**src/rtl/mem_arb_pkg.sv**
```systemverilog
// Shared types for the instruction/data memory arbiter: FSM states, port IDs, byte-enable width.
package mem_arb_pkg;

    typedef enum logic [1:0] {
        StIdle,
        StRdResp,
        StRmwWr,
        StWrResp
    } state_e;

    typedef enum logic {
        PORT_I,
        PORT_D
    } port_e;

    function automatic int unsigned be_width(int unsigned data_width);
        return data_width / 8;
    endfunction

    localparam int unsigned DEFAULT_DATA_WIDTH = 32;
    localparam int unsigned BE_WIDTH           = be_width(DEFAULT_DATA_WIDTH);

endpackage

```
**src/rtl/mem_arbiter_if.sv**
```systemverilog
// Request/response ports of the arbiter plus its single-port RAM side, bundled in one interface.
interface mem_arbiter_if #(
    parameter int unsigned DATA_WIDTH = 32,
    parameter int unsigned ADDR_WIDTH = 32
);
    localparam int unsigned BeW = DATA_WIDTH / 8;

    logic                  i_req_valid;
    logic                  i_req_ready;
    logic [ADDR_WIDTH-1:0] i_req_addr;
    logic                  i_resp_valid;
    logic [DATA_WIDTH-1:0] i_resp_data;

    logic                  d_req_valid;
    logic                  d_req_ready;
    logic [ADDR_WIDTH-1:0] d_req_addr;
    logic                  d_req_we;
    logic [DATA_WIDTH-1:0] d_req_wdata;
    logic [BeW-1:0]        d_req_be;
    logic                  d_resp_valid;
    logic [DATA_WIDTH-1:0] d_resp_data;

    logic [ADDR_WIDTH-1:0] ram_address;
    logic [DATA_WIDTH-1:0] ram_data_in;
    logic                  ram_write;
    logic                  ram_read;
    logic [DATA_WIDTH-1:0] ram_data_out;

    modport slave (
        input  i_req_valid, i_req_addr,
        input  d_req_valid, d_req_addr, d_req_we, d_req_wdata, d_req_be,
        input  ram_data_out,
        output i_req_ready, i_resp_valid, i_resp_data,
        output d_req_ready, d_resp_valid, d_resp_data,
        output ram_address, ram_data_in, ram_write, ram_read
    );

    modport master (
        output i_req_valid, i_req_addr,
        output d_req_valid, d_req_addr, d_req_we, d_req_wdata, d_req_be,
        output ram_data_out,
        input  i_req_ready, i_resp_valid, i_resp_data,
        input  d_req_ready, d_resp_valid, d_resp_data,
        input  ram_address, ram_data_in, ram_write, ram_read
    );

endinterface

```
**src/rtl/mem_byte_merge.sv**
```systemverilog
// Combinational byte merge: bytes of new_word where be is set, otherwise bytes of old_word.
module mem_byte_merge #(
    parameter int unsigned DATA_WIDTH = 32
) (
    input  logic [DATA_WIDTH-1:0]   old_word,
    input  logic [DATA_WIDTH-1:0]   new_word,
    input  logic [DATA_WIDTH/8-1:0] be,
    output logic [DATA_WIDTH-1:0]   merged
);
    localparam int unsigned BeW = DATA_WIDTH / 8;

    always_comb begin
        merged = old_word;
        for (int unsigned b = 0; b < BeW; b++) begin
            if (be[b]) begin
                merged[b*8 +: 8] = new_word[b*8 +: 8];
            end
        end
    end

endmodule

```
**src/rtl/mem_arbiter.sv**
```systemverilog
// Round-robin arbiter sharing one registered-output RAM between a fetch port and a load/store
// port; one transaction in flight, partial stores done as read-modify-write.
module mem_arbiter
    import mem_arb_pkg::*;
#(
    parameter int unsigned DATA_WIDTH = 32,
    parameter int unsigned ADDR_WIDTH = 32
) (
    input logic          clk,
    input logic          rst,
    mem_arbiter_if.slave bus
);
    localparam int unsigned    BeW   = DATA_WIDTH / 8;
    localparam logic [BeW-1:0] BeAll = '1;

    state_e                state_q, state_d;
    port_e                 last_q, last_d;
    port_e                 port_q;
    logic [ADDR_WIDTH-1:0] addr_q;
    logic [DATA_WIDTH-1:0] wdata_q;
    logic [BeW-1:0]        be_q;

    port_e                 grant;
    logic                  accept;
    logic [ADDR_WIDTH-1:0] sel_addr;
    logic                  sel_we;
    logic [DATA_WIDTH-1:0] sel_wdata;
    logic [BeW-1:0]        sel_be;
    logic [DATA_WIDTH-1:0] merged;

    // Contention goes to the port that was not granted last.
    always_comb begin
        grant = PORT_I;
        if (bus.i_req_valid && bus.d_req_valid) begin
            grant = (last_q == PORT_I) ? PORT_D : PORT_I;
        end else if (bus.d_req_valid) begin
            grant = PORT_D;
        end
    end

    assign accept    = !rst && (state_q == StIdle) && (bus.i_req_valid || bus.d_req_valid);
    assign sel_addr  = (grant == PORT_D) ? bus.d_req_addr : bus.i_req_addr;
    assign sel_we    = (grant == PORT_D) && bus.d_req_we;
    assign sel_wdata = (grant == PORT_D) ? bus.d_req_wdata : '0;
    assign sel_be    = (grant == PORT_D) ? bus.d_req_be : '0;

    mem_byte_merge #(
        .DATA_WIDTH(DATA_WIDTH)
    ) u_merge (
        .old_word(bus.ram_data_out),
        .new_word(wdata_q),
        .be      (be_q),
        .merged  (merged)
    );

    always_comb begin
        state_d          = state_q;
        last_d           = last_q;
        bus.i_req_ready  = 1'b0;
        bus.d_req_ready  = 1'b0;
        bus.i_resp_valid = 1'b0;
        bus.i_resp_data  = '0;
        bus.d_resp_valid = 1'b0;
        bus.d_resp_data  = '0;
        bus.ram_address  = '0;
        bus.ram_data_in  = '0;
        bus.ram_write    = 1'b0;
        bus.ram_read     = 1'b0;

        // Reset suppresses every output, including a pending RMW write.
        if (!rst) begin
            case (state_q)
                StIdle: begin
                    if (accept) begin
                        bus.i_req_ready = (grant == PORT_I);
                        bus.d_req_ready = (grant == PORT_D);
                        bus.ram_address = sel_addr;
                        last_d          = grant;
                        if (!sel_we) begin
                            bus.ram_read = 1'b1;
                            state_d      = StRdResp;
                        end else if (sel_be == BeAll) begin
                            bus.ram_write   = 1'b1;
                            bus.ram_data_in = sel_wdata;
                            state_d         = StWrResp;
                        end else if (sel_be == '0) begin
                            state_d = StWrResp;
                        end else begin
                            bus.ram_read = 1'b1;
                            state_d      = StRmwWr;
                        end
                    end
                end
                StRdResp: begin
                    if (port_q == PORT_I) begin
                        bus.i_resp_valid = 1'b1;
                        bus.i_resp_data  = bus.ram_data_out;
                    end else begin
                        bus.d_resp_valid = 1'b1;
                        bus.d_resp_data  = bus.ram_data_out;
                    end
                    state_d = StIdle;
                end
                StRmwWr: begin
                    bus.ram_write   = 1'b1;
                    bus.ram_address = addr_q;
                    bus.ram_data_in = merged;
                    state_d         = StWrResp;
                end
                StWrResp: begin
                    bus.d_resp_valid = 1'b1;
                    state_d          = StIdle;
                end
                default: state_d = StIdle;
            endcase
        end
    end

    always_ff @(posedge clk) begin
        if (rst) begin
            state_q <= StIdle;
            last_q  <= PORT_D;
            port_q  <= PORT_I;
            addr_q  <= '0;
            wdata_q <= '0;
            be_q    <= '0;
        end else begin
            state_q <= state_d;
            last_q  <= last_d;
            if (accept) begin
                port_q  <= grant;
                addr_q  <= sel_addr;
                wdata_q <= sel_wdata;
                be_q    <= sel_be;
            end
        end
    end

endmodule

```
**src/flat_wrapper.sv**
```systemverilog
// flat-port wrapper written by rule: the top's interface ports become plain ports
module mem_arbiter_flat import mem_arb_pkg::*;
#(
    parameter int unsigned DATA_WIDTH = 32,
    parameter int unsigned ADDR_WIDTH = 32
)
  (clk, rst, bus_i_req_valid, bus_i_req_addr, bus_d_req_valid, bus_d_req_addr, bus_d_req_we, bus_d_req_wdata, bus_d_req_be, bus_ram_data_out, bus_i_req_ready, bus_i_resp_valid, bus_i_resp_data, bus_d_req_ready, bus_d_resp_valid, bus_d_resp_data, bus_ram_address, bus_ram_data_in, bus_ram_write, bus_ram_read);
  mem_arbiter_if #(.DATA_WIDTH(DATA_WIDTH), .ADDR_WIDTH(ADDR_WIDTH)) bus_i ();
  input logic clk;
  input logic rst;
  input wire logic [$bits(bus_i.i_req_valid)-1:0] bus_i_req_valid;
  input wire logic [$bits(bus_i.i_req_addr)-1:0] bus_i_req_addr;
  input wire logic [$bits(bus_i.d_req_valid)-1:0] bus_d_req_valid;
  input wire logic [$bits(bus_i.d_req_addr)-1:0] bus_d_req_addr;
  input wire logic [$bits(bus_i.d_req_we)-1:0] bus_d_req_we;
  input wire logic [$bits(bus_i.d_req_wdata)-1:0] bus_d_req_wdata;
  input wire logic [$bits(bus_i.d_req_be)-1:0] bus_d_req_be;
  input wire logic [$bits(bus_i.ram_data_out)-1:0] bus_ram_data_out;
  output wire logic [$bits(bus_i.i_req_ready)-1:0] bus_i_req_ready;
  output wire logic [$bits(bus_i.i_resp_valid)-1:0] bus_i_resp_valid;
  output wire logic [$bits(bus_i.i_resp_data)-1:0] bus_i_resp_data;
  output wire logic [$bits(bus_i.d_req_ready)-1:0] bus_d_req_ready;
  output wire logic [$bits(bus_i.d_resp_valid)-1:0] bus_d_resp_valid;
  output wire logic [$bits(bus_i.d_resp_data)-1:0] bus_d_resp_data;
  output wire logic [$bits(bus_i.ram_address)-1:0] bus_ram_address;
  output wire logic [$bits(bus_i.ram_data_in)-1:0] bus_ram_data_in;
  output wire logic [$bits(bus_i.ram_write)-1:0] bus_ram_write;
  output wire logic [$bits(bus_i.ram_read)-1:0] bus_ram_read;
  assign bus_i.i_req_valid = bus_i_req_valid;
  assign bus_i.i_req_addr = bus_i_req_addr;
  assign bus_i.d_req_valid = bus_d_req_valid;
  assign bus_i.d_req_addr = bus_d_req_addr;
  assign bus_i.d_req_we = bus_d_req_we;
  assign bus_i.d_req_wdata = bus_d_req_wdata;
  assign bus_i.d_req_be = bus_d_req_be;
  assign bus_i.ram_data_out = bus_ram_data_out;
  assign bus_i_req_ready = bus_i.i_req_ready;
  assign bus_i_resp_valid = bus_i.i_resp_valid;
  assign bus_i_resp_data = bus_i.i_resp_data;
  assign bus_d_req_ready = bus_i.d_req_ready;
  assign bus_d_resp_valid = bus_i.d_resp_valid;
  assign bus_d_resp_data = bus_i.d_resp_data;
  assign bus_ram_address = bus_i.ram_address;
  assign bus_ram_data_in = bus_i.ram_data_in;
  assign bus_ram_write = bus_i.ram_write;
  assign bus_ram_read = bus_i.ram_read;
  mem_arbiter #(.DATA_WIDTH(DATA_WIDTH), .ADDR_WIDTH(ADDR_WIDTH)) u_core (.clk(clk), .rst(rst), .bus(bus_i));
endmodule
```
**config.mk**
```make
export PLATFORM = sky130hd
export DESIGN_NAME = mem_arbiter_flat
export DESIGN_NICKNAME = d
export VERILOG_FILES = /design/src/rtl/mem_arb_pkg.sv /design/src/rtl/mem_arbiter_if.sv /design/src/rtl/mem_byte_merge.sv /design/src/rtl/mem_arbiter.sv /design/src/flat_wrapper.sv
export SDC_FILE = /design/constraint.sdc
export NUM_CORES = 1
export LEC_CHECK = 0
export BUFFER_PORTS_ARGS = -buffer_cell sky130_fd_sc_hd__clkbuf_2
export CAP_MARGIN = 20
export CORE_AREA = 2 2 106 108
export CTS_CLUSTER_DIAMETER = 80
export CTS_CLUSTER_SIZE = 24
export DETAILED_ROUTE_END_ITERATION = 8
export DIE_AREA = 0 0 108 110
export PLACE_DENSITY = 0.77
export SLEW_MARGIN = 10
export SYNTH_ARGS = -nofsm -noshare
export SYNTH_HDL_FRONTEND = slang
export SYNTH_SLANG_ARGS = --single-unit
```
**constraint.sdc**
```tcl
create_clock -name clk -period 2.4 [get_ports clk]
set_input_delay 0.48 -clock clk [delete_from_list [all_inputs] [get_ports clk]]
set_output_delay 0.48 -clock clk [all_outputs]
set_load 0.005 [all_outputs]
```
; ---- Word-level counts from Yosys, hierarchy flattened
; Cells that the tools add are included.
[op_classes]
n_eq_ne = 5
n_mux = 52
n_bitwise = 1
n_reduce_logical = 10
[ops]
columns = cell, count
row1 = two-way mux 32 bit, 14
row2 = one-hot mux 32 bit (2 select lines), 2
row3 = two-way mux 8 bit, 4
row4 = two-way mux 1 bit, 25
row5 = two-way mux 2 bit, 3
row6 = one-hot mux 2 bit (3 select lines), 1
row7 = "equality test 2 bit, second input constant", 2
row8 = "equality test 4 bit, second input constant", 1
row9 = logical AND 1 bit, 4
row10 = zero test 4 bit, 1
row11 = two-way mux 4 bit, 1
row12 = one-hot mux 1 bit (2 select lines), 2
row13 = "equality test 2 x 1 -> 1 bit, second input constant", 1
row14 = zero test 2 bit, 1
row15 = "!= test 2 x 1 -> 1 bit, second input constant", 1
row16 = AND reduction 2 bit, 1
row17 = OR reduction 2 bit, 1
row18 = zero test 1 bit, 1
row19 = logical OR 1 bit, 1
row20 = inverter 1 bit, 1
[word_totals]
reg_bits = 72
in_bits = 137

; ---- Depth between registers and ports, before layout
; Gate-level depths: netlist of run 1.
[logic_depth]
word_depth = 10
ltp_mapped = 7

; ---- Hierarchy
; A second synthesis of run 1 with hierarchy kept.
[unflattened]
cells_unflattened = 553
area_unflattened_um2 = 4565.6
[modules_own_cells]
columns = mod, n_inst, cells_per_inst, area_each_um2, seq_area_each_um2
row1 = mem_arbiter, 1, 517, 4040.1, 1441.4
row2 = mem_byte_merge, 1, 36, 525.5, 0.0

; ---- Worst setup path after synthesis of run 1
; Ideal clock, no wire load.
[synth_path]
path_kind = register to output
startpoint = register u_core.state_q[1]
endpoint = output port bus_ram_address[23]
arrival_time_ns = 1.565
slack_ns = 0.355
path_stages_with_launch = 8
n_path_buf = 4
path_cell_list = dfxtp_1 -> buf_2 -> or2_1 -> buf_2 -> a2111oi_4 -> buf_6 -> buf_6 -> a221o_1
[synth_via]
elab_chain_len = 6
word_cells_on_any_way = 7
classes_between = eq/ne (1) / mux (3) / reduce/logical (3)
[synth_rtl]
columns = element, line
row1 = "start, declared", mem_arbiter.sv:16  ; state_e state_q, state_d;
row2 = "start signal, assigned", mem_arbiter.sv:121  ; state_q <= StIdle;
row3 = "start signal, assigned", mem_arbiter.sv:128  ; state_q <= state_d;
row4 = zero test 2 bit, "mem_arbiter.sv:41, mem_arbiter.sv:72"
row5 = logical AND 1 bit (2 in series), mem_arbiter.sv:41  ; assign accept = !rst && (state_q == StIdle) && (bus.i_req_valid || bus.d_req_valid);
row6 = two-way mux 32 bit, mem_arbiter.sv:74  ; if (accept) begin
row7 = one-hot mux 32 bit (2 select lines) *, mem_arbiter.sv:72  ; case (state_q)
row8 = two-way mux 32 bit *, mem_arbiter.sv:71  ; if (!rst) begin
row9 = "end, declared", flat_wrapper.sv:25  ; output wire logic [$bits(bus_i.ram_address)-1:0] bus_ram_address;
; Mark *: on every way between the ends. The rest lies on a longest branch, timed or not.

; ---- Final worst setup path of run 1
[layout_path]
startpoint = register u_core.state_q[0]
endpoint = output port bus_ram_address[12]
; The elaborated chain is that of the path after synthesis.

==> results of run 1 <==
[routing by layer]
layer  vias to the layer above  global-route usage, %  wire length [um]
li1                       2431                      -                 -
met1                      2450                  28.46              6088
met2                       240                  44.12              7918
met3                        28                  4.879              1221
met4                         0                  10.26               321
met5                         -                      0                 0
[power groups by stage]
stage | logic, W | registers, W | clock network [W]
global placement | 0.000713 | 0.00139 | 0
floorplan | 0.000430 | 0.00136 | 0
detailed placement | 0.000739 | 0.00139 | 0
CTS | 0.000755 | 0.00136 | 0.000913
global route | 0.000845 | 0.00138 | 0.000963
finish | 0.000772 | 0.00137 | 0.000883
[path summary, 6_finish.rpt]
path / startpoint / end / slack (ns) / depth (start not counted)
min reg2reg: u_core.wdata_q[9] / u_core.wdata_q[9] / 0.48 / 2
max reg2reg: u_core.state_q[0] / u_core.addr_q[19] / 0.52 / 5
min: bus_i_req_addr[30] / u_core.addr_q[30] / 0.38 / 2
max: u_core.state_q[0] / bus_ram_address[12] / 0.11 / 6
[area by class of cell]
class	count	area, sq um
inverter	3	11.26
fill	997	4602
clock buffer	13	168.9
multi-input combinational	361	2653
sequential	72	1443
tap	140	175.2
clock inverter	3	15.01
timing repair buffer	296	1630
[metrics by stage]
step / utilization, % / area, sq um / hold slack (ns) / instances
after floorplan: - / 4360 / 0.4417 / 497
after global placement: 54.37 / 5817 / 0.4564 / 866
after detailed placement: 54.37 / 5817 / 0.4653 / 866
after CTS: 56.47 / 6041 / 0.3601 / 884
after global routing: 56.98 / 6096 / 0.3685 / 888
final: 56.98 / 6096 / 0.3841 / 888
[sequential cells by signal, summed over array words and instances (netlist names)]
| register | cells |
|---|---|
| u_core.be_q | 4 |
| u_core.addr_q | 32 |
| u_core.port_q | 1 |
| u_core.last_q | 1 |
| u_core.wdata_q | 32 |
| u_core.state_q | 2 |
[repair_timing]
action	in CTS	in global routing
cloned	1	1
pin swaps	1	0
endpoints found under the setup margin	32	32
setup buffers	1	3
gates resized for setup	0	4
[cells by family (layout without fill, tap and decap cells)]
logic type             Yosys count  count (layout)
AO/OA/AOI/OAI                  175             175
buffers and inverters           64             315
flip-flops                      72              72
multiplexers                    32              32
AND/OR/NAND/NOR                154             154
[layout by cell type (no fill, tap or decap), types with 12 or more instances in the layout]
cell | netlist | final
clkbuf_2 | 0 | 270
dfxtp_1 | 72 | 71
and2_1 | 66 | 66
a221o_1 | 64 | 64
a21oi_1 | 36 | 36
o21ai_0 | 35 | 35
nand4_1 | 35 | 35
and3_1 | 33 | 33
mux2i_1 | 32 | 32
o2bb2ai_1 | 32 | 32
buf_4 | 0 | 20
clkbuf_8 | 0 | 12
==> run metrics, run 1 <==
setup violators final 0; Compound-Gate Fraction of Synth Area 31.28%; Mapped Cells 497; Yosys reg bits 72; top cell type's share of synthesized area 33.06%; Synth Area in XOR/XNOR 0%; power after layout 0.003024 W; Starting Density 40.76%; dominant cells by area after synthesis dfxtp_1, a221o_1, and2_1, mux2i_1, o2bb2ai_1; Max Cap Viol 0; switch share 30.07%; Die ar. 0.01188 sq mm; Leak 2.954 nW; Synth Area in Adders 0%; Rows 38; top-count cell post-synth dfxtp_1; Tot GR Track Use 24.52%; Critical Path AT 1.81 ns; DRC 0; layout cells sized above 1 42.78%; Peak VDD IR 0.2276 mV; Worst Tran Pin Value 0.5655 ns; Post-synth EDFFs 0; global-route wire length before repair 22.75 mm; vias in the first global route 4,592; number of routed nets with antenna violations 0; PnR worst setup slack 0.1073 ns; IO Pins 271; CTS Buf Count 9; Layout Nets 880; hold_buf cts 0; register area share after synthesis 33.06%; CP required 1.92 ns; Comb pwr share 25.5%; placed wire-length estimate 11.38 mm; Cell Pwr Density 496.0 mW/mm^2; largest family of logic cells by synthesized area compound AO/OA/AOI/OAI gates; vias 5,149; CP Capture Type output port; RSZ-0062 raised after global routing false; Clk network pwr share 29.2%; Cell Int Power 0.002114 W; final hold violations 0; slowest stage delay, CP 0.36 ns; diode count 0; Worst Clk Skew 0.007422 ns; crit start category flip-flop; CTS Sinks 72; f_max 0.4362 GHz; CTS Buffer Depth 2; vias per cell 5.798; hold crit path type in -> reg; Place WS 0.1588 ns; first-pass iteration count of the detailed router 5; Tcrit/Tclk final 95.53%; TritonCTS clock tree yes; fin crit period 2.293 ns; buffers added on ports 270; TNS Setup 0 ns; DRC violation total after the first TritonRoute iteration 273; synth warn 0; Die W 108 um; clock-pin slew of the registers on the worst-case setup and hold paths 0.07 ns; critical path's top delay family buffers and inverters; Chip Height 110 um; Synth top cells by count dfxtp_1, and2_1, a221o_1, clkbuf_1, a21oi_1; cells along the critical path or2_1, a2111oi_4, buf_4, buf_12, a221o_1, clkbuf_2; clk_lat worst skew 0.34 ns; synthesized cell area 0.004360 sq mm; wire per inst 17.51 um; status complete, no violations; gr ovfl total 0; worst path bufs/invs 3; Synth area leader dfxtp_1; area growth from synthesis to layout 39.80%; main flop type after synthesis dfxtp_1; Avg Inst Size Synth 8.774 sq um; Max Slew Vio Count 0; largest net degree at the start of global routing 38; WL final 15.55 mm; H-tree levels 3; Syn Nets 634; register share of total power 45.3%; CP Class reg -> out; Synth Area in Simple Gates 21.61%; core area 0.01070 sq mm; routability cong. 0.8514; slowest CP cell dfxtp_2; async set-reset flop share out of synthesis 0%; antenna violations before repair 0; Netlist cell types 30; Root Buffer Master clkbuf_8; Crit Path Max Fanout 17; mux cell area share after synthesis 7.346%; Psw 0.0009093 W; Slew headroom 62.25%
No activity file was read; power rests on OpenSTA's default activity.
==> run 2: changes to the inputs <==
--- a/config.mk
+++ b/config.mk
@@ -5,14 +5,13 @@
 export SDC_FILE = /design/constraint.sdc
 export NUM_CORES = 1
 export LEC_CHECK = 0
-export BUFFER_PORTS_ARGS = -buffer_cell sky130_fd_sc_hd__clkbuf_2
 export CAP_MARGIN = 20
-export CORE_AREA = 2 2 106 108
+export CORE_AREA = 2 2 105 107
 export CTS_CLUSTER_DIAMETER = 80
 export CTS_CLUSTER_SIZE = 24
 export DETAILED_ROUTE_END_ITERATION = 8
-export DIE_AREA = 0 0 108 110
-export PLACE_DENSITY = 0.77
+export DIE_AREA = 0 0 107 109
+export DONT_BUFFER_PORTS = 1
 export SLEW_MARGIN = 10
 export SYNTH_ARGS = -nofsm -noshare
 export SYNTH_HDL_FRONTEND = slang
==> constraint.sdc (replaced) <==
create_clock -name clk -period 2.4 [get_ports clk]
set_input_delay 0.48 -clock clk [delete_from_list [all_inputs] [get_ports clk]]
set_output_delay 0.48 -clock clk [all_outputs]
set_load 0.01 [all_outputs]
==> run 2 against run 1 <==
Compared with the run above: global-route usage is 2.1 points lower; critical path depth is 1 lower; cell area is 21% lower; core utilization is 11 points lower; die area is 1.8% lower; sequential share of layout area is 6.2 points higher; sequential power hardly changed; via count is 21% lower; critical path type unchanged.
==> run metrics, run 2 (same netlist as run 1, synthesis figures left out) <==
vias in the first global route 3,707; Leak 1.805 nW; crit start category flip-flop; clock-pin slew of the registers on the worst-case setup and hold paths 0.08 ns; wire per inst 22.93 um; core area 0.01060 sq mm; CP Class reg -> out; Tot GR Track Use 22.46%; Clk network pwr share 38.3%; gr ovfl total 0; most common cell after layout, fill and taps aside dfxtp_1; routability cong. 0.7314; slowest CP cell dfxtp_4; PnR worst setup slack 0.1055 ns; biggest regs u_core.addr_q: 32 flops, u_core.wdata_q: 32 flops, u_core.be_q: 4 flops; met1 WL 5.785 mm; power after layout 0.003157 W; CTS Buf Count 9; Max Cap Viol 0; switch share 27.58%; hold crit path type in -> reg; global-route wire length before repair 20.55 mm; utilization after layout 45.65%; f_max 0.4358 GHz; status complete, no violations; register share of total power 43.2%; CP Capture Type output port; vias 4,086; Peak VDD IR 0.2702 mV; TritonCTS clock tree yes; Comb pwr share 18.5%; worst path bufs/invs 2; hold_buf cts 0; highest metal used met4; final hold violations 0; largest net degree at the start of global routing 43; most frequent cells in the layout dfxtp_1, and2_1, a221o_1; Cell Pwr Density 652.4 mW/mm^2; DRC violation total after the first TritonRoute iteration 192; Worst Clk Skew 0.006288 ns; diode count 0; area growth from synthesis to layout 10.99%; placed wire-length estimate 9.315 mm; first-pass iteration count of the detailed router 4; met3 wire len 1.207 mm; Die ar. 0.01166 sq mm; setup violators final 0; Root Buffer Master clkbuf_8; Critical Path AT 1.81 ns; DRC 0; CTS Sinks 72; Max Slew Vio Count 0; Cell Int Power 0.002287 W; buffers added on ports 0; slowest stage delay, CP 0.37 ns; antenna violations before repair 0; IO Pins 271; Slew headroom 58.09%; clk_lat worst skew 0.34 ns; vias per cell 6.622; Worst Tran Pin Value 0.6278 ns; Starting Density 41.13%; cells along the critical path or2_4, a2111oi_4, buf_4, clkbuf_16, a221o_1; TNS Setup 0 ns; Psw 0.0008707 W; RSZ-0062 raised after global routing false; Place WS 0.3516 ns; layout cells sized above 1 10.48%; critical path's top delay family compound AO/OA/AOI/OAI gates; Crit Path Max Fanout 8; DR WL met2 6.883 mm; H-tree levels 3; fin crit period 2.295 ns; Rows 38; number of routed nets with antenna violations 0; WL final 14.15 mm; CP required 1.92 ns; Die W 107 um; Layout Nets 609; CTS Buffer Depth 2; Tcrit/Tclk final 95.61%; Chip Height 109 um
run 2: final cells by class:
type	instances	area, sq um
clock buffer	11	151.4
clock inverter	5	102.6
fill	1065	5763
inverter	3	11.26
multi-input combinational	361	2653
sequential	72	1445
tap	140	175.2
timing repair buffer	25	301.5
run 2: path summary, 6_finish.rpt:
kind / startpoint / to / slack [ns] / cells after the start
worst max register to register: u_core.state_q[0] / u_core.addr_q[21] / 0.51 / 5
worst max-delay path: u_core.state_q[0] / bus_ram_address[4] / 0.11 / 5
worst min register to register: u_core.wdata_q[16] / u_core.wdata_q[16] / 0.47 / 2
worst min-delay path: rst / u_core.wdata_q[28] / 0.20 / 1
run 2: power by group through the flow:
stage	logic, W	registers [W]	clock network (W)
after detailed placement	0.000533	0.00139	0
after global routing	0.000637	0.00138	0.00130
after floorplan	0.000466	0.00136	0
final	0.000583	0.00136	0.00121
after CTS	0.000563	0.00136	0.00126
after global placement	0.000523	0.00138	0
run 2: through the flow:
stage	instances	area (sq um)	hold WS, ns
2_1_floorplan	497	4360	0.4417
3_3_place_gp	593	4431	0.4526
3_5_place_dp	593	4431	0.4592
4_1_cts	613	4765	0.1860
5_1_grt	617	4840	0.1724
6_report	617	4840	0.2040
run 2: layer usage:
layer	GRT usage, %	vias up
met5	0	-
met4	6.772	0
met3	6.993	17
met2	37.90	205
met1	27.55	1975
li1	-	1889
run 2: repair_timing:
action                                  4_1_cts  5_1_grt
gates resized for setup                       0        6
endpoints found under the setup margin       32       32
gates cloned                                  2        3
pin swaps                                     1        3
buffers inserted                              2        1
==> run 3: changes to the inputs <==
--- a/config.mk
+++ b/config.mk
@@ -12,6 +12,8 @@
 export DETAILED_ROUTE_END_ITERATION = 8
 export DIE_AREA = 0 0 107 109
 export DONT_BUFFER_PORTS = 1
+export MAX_ROUTING_LAYER = met4
+export PLACE_DENSITY = 0.6
 export SLEW_MARGIN = 10
 export SYNTH_ARGS = -nofsm -noshare
 export SYNTH_HDL_FRONTEND = slang
==> run 3 against run 2 <==
Compared with the run above: power about the same; largest power group unchanged; sequential share of layout area increased by 0.070 points; maximum frequency decreased by 0.41%; largest cell class unchanged; non-clock buffer count decreased by 1.
==> run metrics, run 3 (same netlist as run 1, synthesis figures left out) <==
routability cong. 0.7403; Die W 107 um; placed wire-length estimate 9.315 mm; Psw 0.0008714 W; Root Buffer Master clkbuf_8; Tcrit/Tclk final 96.00%; Layout Nets 608; Crit Path Max Fanout 15; H-tree levels 3; DRC 0; core area 0.01060 sq mm; Starting Density 41.13%; diode count 0; gr ovfl total 0; final instance area 0.004828 sq mm; IO Pins 271; most frequent cells in the layout dfxtp_1, and2_1, a221o_1; Die ar. 0.01166 sq mm; Place WS 0.3516 ns; Cell Int Power 0.002284 W; Comb pwr share 18.3%; wire per inst 22.97 um; clock-pin slew of the registers on the worst-case setup and hold paths 0.08 ns; fin crit period 2.304 ns; Slew headroom 57.95%; CP required 1.92 ns; Critical Path AT 1.82 ns; Max Slew Vio Count 0; global-route wire length before repair 20.58 mm; Chip Height 109 um; area growth from synthesis to layout 10.73%; biggest regs u_core.addr_q: 32 flops, u_core.wdata_q: 32 flops, u_core.be_q: 4 flops; dpl cell area 0.004431 sq mm; TritonCTS clock tree yes; power after layout 0.003156 W; first-pass iteration count of the detailed router 4; Clk network pwr share 38.4%; vias in the first global route 3,707; switch share 27.61%; Tot GR Track Use 23.13%; CTS Sinks 72; RSZ-0062 raised after global routing false; register share of total power 43.2%; CTS Buf Count 9; hold crit path type in -> reg; status complete, no violations; most common cell after layout, fill and taps aside dfxtp_1; Cell Pwr Density 653.6 mW/mm^2; f_max 0.4340 GHz; buffers added on ports 0; CTS Buffer Depth 2; hold_buf cts 0; DRC violation total after the first TritonRoute iteration 231; PnR worst setup slack 0.09603 ns; setup violators final 0; Worst Tran Pin Value 0.6298 ns; number of routed nets with antenna violations 0; CP Capture Type output port; largest net degree at the start of global routing 43; Peak VDD IR 0.2700 mV; WL final 14.15 mm; crit start category flip-flop; Leak 1.799 nW; final hold violations 0; TNS Setup 0 ns; clk_lat worst skew 0.34 ns; layout cells sized above 1 10.29%; Max Cap Viol 0; vias per cell 6.692; antenna violations before repair 0; Rows 38; CP Class reg -> out; utilization after layout 45.54%; Worst Clk Skew 0.006244 ns; vias 4,122
[run 3: layout make-up]
cell class	instances	area, sq um
repair buffers	24	290.3
multi-input cells	361	2653
clock inverters	5	102.6
flip-flops and latches	72	1445
clock buffers	11	151.4
well taps	140	175.2
inverters	3	11.26
fillers	1066	5774
[run 3: power by group through the flow]
stage	Combinational (W)	Clock (W)	Sequential [W]
after global routing	0.000633	0.00130	0.00138
after detailed placement	0.000533	0	0.00139
after CTS	0.000563	0.00126	0.00136
after floorplan	0.000466	0	0.00136
after global placement	0.000523	0	0.00138
final	0.000578	0.00121	0.00136
[run 3: worst paths after layout]
kind / from / slack (ns) / to / cells after the start
worst max-delay path: u_core.state_q[0] / 0.1 / bus_ram_address[4] / 5
worst min-delay path: rst / 0.21 / u_core.wdata_q[28] / 1
worst max register to register: u_core.state_q[0] / 0.51 / u_core.addr_q[21] / 5
worst min register to register: u_core.wdata_q[16] / 0.47 / u_core.wdata_q[16] / 2
[run 3: critical path, cell delays in order, from the launching register on]
cell and delay (ns):
dfxtp_4 0.37, or2_4 0.24, a2111oi_4 0.31, buf_4 0.19
clkbuf_16 0.16, a221o_1 0.20
[run 3: what timing repair did]
| action | 4_1_cts | 5_1_grt |
|---|---|---|
| endpoints found under the setup margin | 32 | 32 |
| pin swaps | 1 | 2 |
| endpoints found under the hold margin | 0 | 0 |
| setup buffers | 2 | 1 |
| cloned | 2 | 2 |
| gates resized for setup | 0 | 6 |
[run 3: per-stage QoR]
step | std cells | hold slack [ns]
final | 616 | 0.2051
after global routing | 616 | 0.1716
after CTS | 613 | 0.1860
after detailed placement | 593 | 0.4592
after global placement | 593 | 0.4526
after floorplan | 497 | 0.4417
[run 3: routing by layer]
layer | vias to the layer above | part of all wire (%) | track usage, %
met5 | - | 0 | -
met4 | 0 | 2.1 | 7.328
met3 | 21 | 8.1 | 5.738
met2 | 225 | 48 | 37.81
met1 | 1989 | 42 | 28.21
li1 | 1887 | - | -
